`config.mk`:
```
export PLATFORM = sky130hd
export DESIGN_NAME = pipeline_run_ctrl_flat
export DESIGN_NICKNAME = d
export VERILOG_FILES = /design/src/rtl/pipeline_run_ctrl_if.sv /design/src/rtl/pipeline_run_ctrl.sv /design/src/flat_wrapper.sv
export SDC_FILE = /design/constraint.sdc
export NUM_CORES = 1
export LEC_CHECK = 0
export CAP_MARGIN = 20
export CELL_PAD_IN_SITES_DETAIL_PLACEMENT = 0
export CELL_PAD_IN_SITES_GLOBAL_PLACEMENT = 1
export CORE_AREA = 2 2 87 89
export CTS_CLUSTER_DIAMETER = 80
export DETAILED_ROUTE_END_ITERATION = 10
export DIE_AREA = 0 0 89 91
export GPL_TIMING_DRIVEN = 0
export HOLD_SLACK_MARGIN = 0.08
export PLACE_DENSITY = 0.81
export SYNTH_ARGS = -nofsm -noshare
export SYNTH_HDL_FRONTEND = slang
export SYNTH_SLANG_ARGS = --single-unit
```
`constraint.sdc`:
```
create_clock -name clock -period 3.1 [get_ports clock]
set_input_delay 0.465 -clock clock [delete_from_list [all_inputs] [get_ports clock]]
set_output_delay 0.465 -clock clock [all_outputs]
set_load 0.005 [all_outputs]
```
`src/rtl/pipeline_run_ctrl_if.sv`:
```
// Command channel from the debug unit into the run controller.
// Valid/ready handshake carrying an opcode and a step count.
interface pipeline_run_ctrl_if #(
  parameter int NB_STEP = 8
);
  logic               cmd_valid_i;
  logic               cmd_ready_o;
  logic [1:0]         cmd_op_i;
  logic [NB_STEP-1:0] cmd_steps_i;

  modport master (
    output cmd_valid_i,
    output cmd_op_i,
    output cmd_steps_i,
    input  cmd_ready_o
  );

  modport slave (
    input  cmd_valid_i,
    input  cmd_op_i,
    input  cmd_steps_i,
    output cmd_ready_o
  );
endinterface

```
`src/rtl/pipeline_run_ctrl.sv`:
```
// Run/step controller: drives the global pipeline enable from
// debug commands, stops on HALT in write-back, counts run cycles.
module pipeline_run_ctrl #(
  parameter int N_STAGES = 5,
  parameter int NB_CYCLE = 32,
  parameter int NB_STEP  = 8
) (
  input  logic                clock,
  input  logic                reset,
  pipeline_run_ctrl_if.slave  cmd,
  input  logic                load_busy_i,
  input  logic                halt_wb_i,
  output logic                en_pipeline_o,
  output logic [1:0]          state_o,
  output logic [NB_CYCLE-1:0] cycle_count_o,
  output logic [NB_STEP-1:0]  steps_left_o,
  output logic                done_o,
  output logic                cmd_err_o,
  output logic [7:0]          depth_o
);

  typedef enum logic [1:0] {
    IDLE   = 2'b00,
    RUN    = 2'b01,
    STEP   = 2'b10,
    HALTED = 2'b11
  } state_t;

  localparam logic [1:0] OP_RUN   = 2'b00;
  localparam logic [1:0] OP_STEP  = 2'b01;
  localparam logic [1:0] OP_STOP  = 2'b10;
  localparam logic [1:0] OP_CLEAR = 2'b11;

  state_t              state, state_n;
  logic [NB_STEP-1:0]  steps, steps_n;
  logic [NB_CYCLE-1:0] cnt, cnt_n;
  logic                done_n, err_n, clr;
  logic                acc, en;
  logic                is_stop;

  assign cmd.cmd_ready_o = reset & ~load_busy_i;
  assign acc     = cmd.cmd_valid_i & cmd.cmd_ready_o;
  assign is_stop = (cmd.cmd_op_i == OP_STOP);
  assign en      = (state == RUN) || (state == STEP);

  always_comb begin
    state_n = state;
    steps_n = steps;
    done_n  = 1'b0;
    err_n   = 1'b0;
    clr     = 1'b0;
    unique case (state)
      IDLE: begin
        if (acc) begin
          unique case (cmd.cmd_op_i)
            OP_RUN:  state_n = RUN;
            OP_STEP: begin
              state_n = STEP;
              steps_n = (cmd.cmd_steps_i == '0) ?
                        NB_STEP'(1) : cmd.cmd_steps_i;
            end
            OP_CLEAR: clr = 1'b1;
            default: ;
          endcase
        end
      end
      RUN: begin
        if (halt_wb_i) begin
          state_n = HALTED;
          done_n  = 1'b1;
        end else if (acc) begin
          if (is_stop) state_n = IDLE;
          else         err_n   = 1'b1;
        end
      end
      STEP: begin
        steps_n = steps - NB_STEP'(1);
        if (halt_wb_i) begin
          state_n = HALTED;
          done_n  = 1'b1;
        end else if (steps == NB_STEP'(1)) begin
          state_n = IDLE;
          done_n  = 1'b1;
          steps_n = '0;
        end else if (acc) begin
          if (is_stop) begin
            state_n = IDLE;
            steps_n = '0;
          end else begin
            err_n = 1'b1;
          end
        end
      end
      HALTED: begin
        if (acc) begin
          unique case (cmd.cmd_op_i)
            OP_CLEAR: begin
              state_n = IDLE;
              clr     = 1'b1;
            end
            OP_STOP: ;
            default: err_n = 1'b1;
          endcase
        end
      end
      default: state_n = IDLE;
    endcase
  end

  // Clear only happens when idle/halted, so it never races an increment.
  always_comb begin
    cnt_n = cnt;
    if (clr)
      cnt_n = '0;
    else if (en && (cnt != '1))
      cnt_n = cnt + NB_CYCLE'(1);
  end

  always_ff @(posedge clock or negedge reset) begin
    if (!reset) begin
      state     <= IDLE;
      steps     <= '0;
      cnt       <= '0;
      done_o    <= 1'b0;
      cmd_err_o <= 1'b0;
    end else begin
      state     <= state_n;
      steps     <= steps_n;
      cnt       <= cnt_n;
      done_o    <= done_n;
      cmd_err_o <= err_n;
    end
  end

  assign en_pipeline_o = en;
  assign state_o       = state;
  assign cycle_count_o = cnt;
  assign steps_left_o  = steps;
  assign depth_o       = 8'(N_STAGES);

endmodule

```
`src/flat_wrapper.sv`:
```
// flat-port wrapper written by rule: the top's interface ports become plain ports
module pipeline_run_ctrl_flat 
#(
  parameter int N_STAGES = 5,
  parameter int NB_CYCLE = 32,
  parameter int NB_STEP  = 8
)
  (clock, reset, load_busy_i, halt_wb_i, en_pipeline_o, state_o, cycle_count_o, steps_left_o, done_o, cmd_err_o, depth_o, cmd_cmd_valid_i, cmd_cmd_op_i, cmd_cmd_steps_i, cmd_cmd_ready_o);
  pipeline_run_ctrl_if #(.NB_STEP(NB_STEP)) cmd_i ();
  input  logic clock;
  input  logic reset;
  input  logic load_busy_i;
  input  logic halt_wb_i;
  output logic en_pipeline_o;
  output logic [1:0] state_o;
  output logic [NB_CYCLE-1:0] cycle_count_o;
  output logic [NB_STEP-1:0] steps_left_o;
  output logic done_o;
  output logic cmd_err_o;
  output logic [7:0] depth_o;
  input wire logic [$bits(cmd_i.cmd_valid_i)-1:0] cmd_cmd_valid_i;
  input wire logic [$bits(cmd_i.cmd_op_i)-1:0] cmd_cmd_op_i;
  input wire logic [$bits(cmd_i.cmd_steps_i)-1:0] cmd_cmd_steps_i;
  output wire logic [$bits(cmd_i.cmd_ready_o)-1:0] cmd_cmd_ready_o;
  assign cmd_i.cmd_valid_i = cmd_cmd_valid_i;
  assign cmd_i.cmd_op_i = cmd_cmd_op_i;
  assign cmd_i.cmd_steps_i = cmd_cmd_steps_i;
  assign cmd_cmd_ready_o = cmd_i.cmd_ready_o;
  pipeline_run_ctrl #(.N_STAGES(N_STAGES), .NB_CYCLE(NB_CYCLE), .NB_STEP(NB_STEP)) u_core (.clock(clock), .reset(reset), .cmd(cmd_i), .load_busy_i(load_busy_i), .halt_wb_i(halt_wb_i), .en_pipeline_o(en_pipeline_o), .state_o(state_o), .cycle_count_o(cycle_count_o), .steps_left_o(steps_left_o), .done_o(done_o), .cmd_err_o(cmd_err_o), .depth_o(depth_o));
endmodule
```
==> flow_summary.ini <==
[run_status]
status = finished clean

[finish]
nNetsFinal = 411
antenna_cells = 0
register_area_um2 = 1101
syn2layout_area_growth_pct = 31.77
multi_input_area_um2 = 1545
fin_cells = 489
fillers = 737
drive_gt1_share_pct = 7.179

[clocking]
insertion_delay_ns = 0.30
cts.reportedPaths.clkPinSlew_ns = 0.09
cts_made_buffers = 5
clock_path_buffers = 2
cts_root_buf = clkbuf_8
clock-sinks = 44
post_cts_buffers = 0
cts_tree = yes
htreeDepth = 2

[global_routing]
grt_max_degree = 37
antenna_found_initial = 0
grt_usage_pct = 18.53
grtUsageMet2_pct = 31.72
grt_first_pass_wirelength_um = 12140
grt_pass1_vias = 2543
grt_busiest_layer = met2
grt_use_met3_pct = 2.909
grt_overflow = 0
met1_usage_pct = 24.54

[routing]
ant_nets = 0
first_iter_violations = 158
wl_per_cell_um = 15.04
viasPerCell = 5.476
wirelength_um = 7357
vias = 2678
drc = 0
drt-pass1-iter-count = 4

[placement]
io_buffers = 60
place_ws_ns = 0.1473
dp.cells = 480
dpl.hpwl_um = 5400
place_congestion = 0.8299

[timing]
timing.final.crit_share_pct = 86.54
setup_viol = 0
relSlewSlack_pct = 41.53
max_freq_mhz = 372.7
rsz0062_at_grt = no
fin_skew_ns = 0.009985
fin_tns_setup_ns = 0
tightest_slew_ns = 0.8699
fin_ws_ns = 0.4172
final_hold_viol_count = 0
finalMaxSlewViolations = 0
whs_ns = 0.5321
min_period_ns = 2.683

[floorplan]
rows = 31
dieArea_um2 = 8099
die_h_um = 91
start_util_pct = 38.90
core_um2 = 7137
die_w_um = 89
io_pins = 69

[synthesis]
synth-seq-area-share_pct = 39.66
ys_ff_latch = 44
synth_cell_types = 56
ys_warn_count = 0
ys_top_cells_by_area = dfrtp_1, a21oi_1, nand2_1, nand3_1, ha_1
yosys-mux-area-fraction_pct = 1.082
syn_area_um2 = 2776
synth_compound_area_share_pct = 21.23
synthTopCellsByCount = dfrtp_1, nand2_1, a21oi_1
synthSimpleGateAreaFrac_pct = 26.18
yosys.area_share.adder_pct = 3.155
yosys_most_used_dff = dfrtp_1
post-synth-top-count-cell = dfrtp_1
syn_inst = 314
synth_enable_flop_cells = 0
synth_xor_area_share_pct = 2.839
synth_top_area_share_pct = 39.66
synth_area_leader_cell = dfrtp_1
synth_top_family_by_area = simple AND/OR/NAND/NOR gates
synthArstFlopShare_pct = 100.0
synth.avg_cell_area_um2 = 8.842

[flow_run]
cap_violations = 0

[worst_setup_path]
cp_cell_sequence = dlygate4sd3_1 -> buf_2 -> and4b_1 -> a21oi_1 -> nor2_2 -> clkbuf_1 -> nor2_1
worstPathArrival_ns = 2.86
crit_slowest_cell = dlygate4sd3_1
cp_slowest_stage_delay_ns = 0.52
cp_top_family = buffers and inverters
cp-end-kind = flop
cp_data_required_time_ns = 3.27
cp.depth = 7
critPathBufInv = 3
reg2regPathDepth = 7
cp_max_fo = 12
critPathKind = in -> reg
critPathLaunchType = primary input

[pwr]
powerDensity_nw_per_um2 = 675.4
peakVddDrop_mv = 0.2656
p_leak_nw = 1.457

[hold_path]
worstHoldPathCells = 1
hold_class = reg -> reg
worst reg2reg max path, stage by stage (launching register included):
cell,delay [ns]
dfrtp_1,0.50
ha_1,0.26
and4_1,0.19
clkbuf_1,0.20
nand3_1,0.33
o31ai_1,0.62
or3_1,0.20
a21oi_1,0.07
sequential cells by signal (all words and copies together), names as in the netlist:
register,count
u_core.cycle_count_o,32
u_core.steps_left_o,8
u_core.state_o,2
u_core.cmd_err_o,1
u_core.done_o,1
layout make-up:
| cell class | count | share of cell area [%] |
|---|---|---|
| inverters | 15 | 1.539 |
| flip-flops and latches | 44 | 30.10 |
| well taps | 99 | 3.386 |
| clock inverters | 2 | 0.9576 |
| plain buffers | 18 | 2.702 |
| clock buffers | 6 | 1.984 |
| repair buffers | 62 | 17.10 |
| multi-input cells | 243 | 42.24 |
cells by family after synthesis:
| group | Yosys count |
|---|---|
| other | 2 |
| multiplexers | 3 |
| XOR/XNOR | 9 |
| AO/OA/AOI/OAI | 87 |
| AND/OR/NAND/NOR | 129 |
| flip-flops | 44 |
| buffers and inverters | 33 |
| adder cells (fa/ha/maj) | 7 |
metal layers:
| layer | vias to the layer above | wire, um | part of all wire, % |
|---|---|---|---|
| met5 | - | 0 | 0 |
| met4 | 0 | 66 | 0.90 |
| met3 | 6 | 313 | 4.3 |
| met2 | 70 | 3655 | 50 |
| met1 | 1286 | 3322 | 45 |
| li1 | 1316 | - | - |
metrics by stage:
stage	power [W]	util, %	cell area, um^2
2_1_floorplan	0.001507	-	2799
3_3_place_gp	0.002023	49.37	3523
3_5_place_dp	0.002039	49.58	3538
4_1_cts	0.002489	51.23	3656
5_1_grt	0.002672	51.26	3659
6_report	0.002471	51.26	3659
worst paths after layout:
| check | slack, ns | start | endpoint |
|---|---|---|---|
| worst max-delay path | 0.42 | reset | u_core.cycle_count_o[22] |
| worst min-delay path | 0.53 | u_core.cycle_count_o[4] | u_core.cycle_count_o[4] |
| worst max register to register | 0.60 | u_core.cycle_count_o[0] | u_core.cycle_count_o[15] |
| worst min register to register | 0.53 | u_core.cycle_count_o[4] | u_core.cycle_count_o[4] |
| max in group asynchronous | 2.04 | reset | u_core.cycle_count_o[24] |
| min in group asynchronous | 0.58 | reset | u_core.steps_left_o[3] |
layout by cell type, fill, tap and decap left out, types with 6 or more instances in the layout:
cell type         n
inv_1            15
nor3_1            9
clkdlybuf4s50_1  59
conb_1            8
clkbuf_1         10
nor4_1            7
a21oi_1          21
nor2_1           16
o21ai_0          15
ha_1              7
or3_1             8
nand4_1           7
nand2_1          25
o31ai_1           7
dfrtp_1          44
a31oi_1           6
nand3_1          18
buf_4             8
what timing repair did:
action                                  CTS  global route
hold endpoints to repair                  8             0
gates resized for setup                   0             1
hold buffers                              1             0
endpoints found under the setup margin    0            10
report_power, final:
group	switching [W]	leakage (nW)	total, W	internal, W
sequential	0.000151	0.588	0.000837	0.000686
combinational	0.000681	0.813	0.00119	0.000507
clock	0.000206	0.0552	0.000446	0.000240
total	0.00104	1.46	0.00247	0.00143
Power figures use the tool's default switching activity.
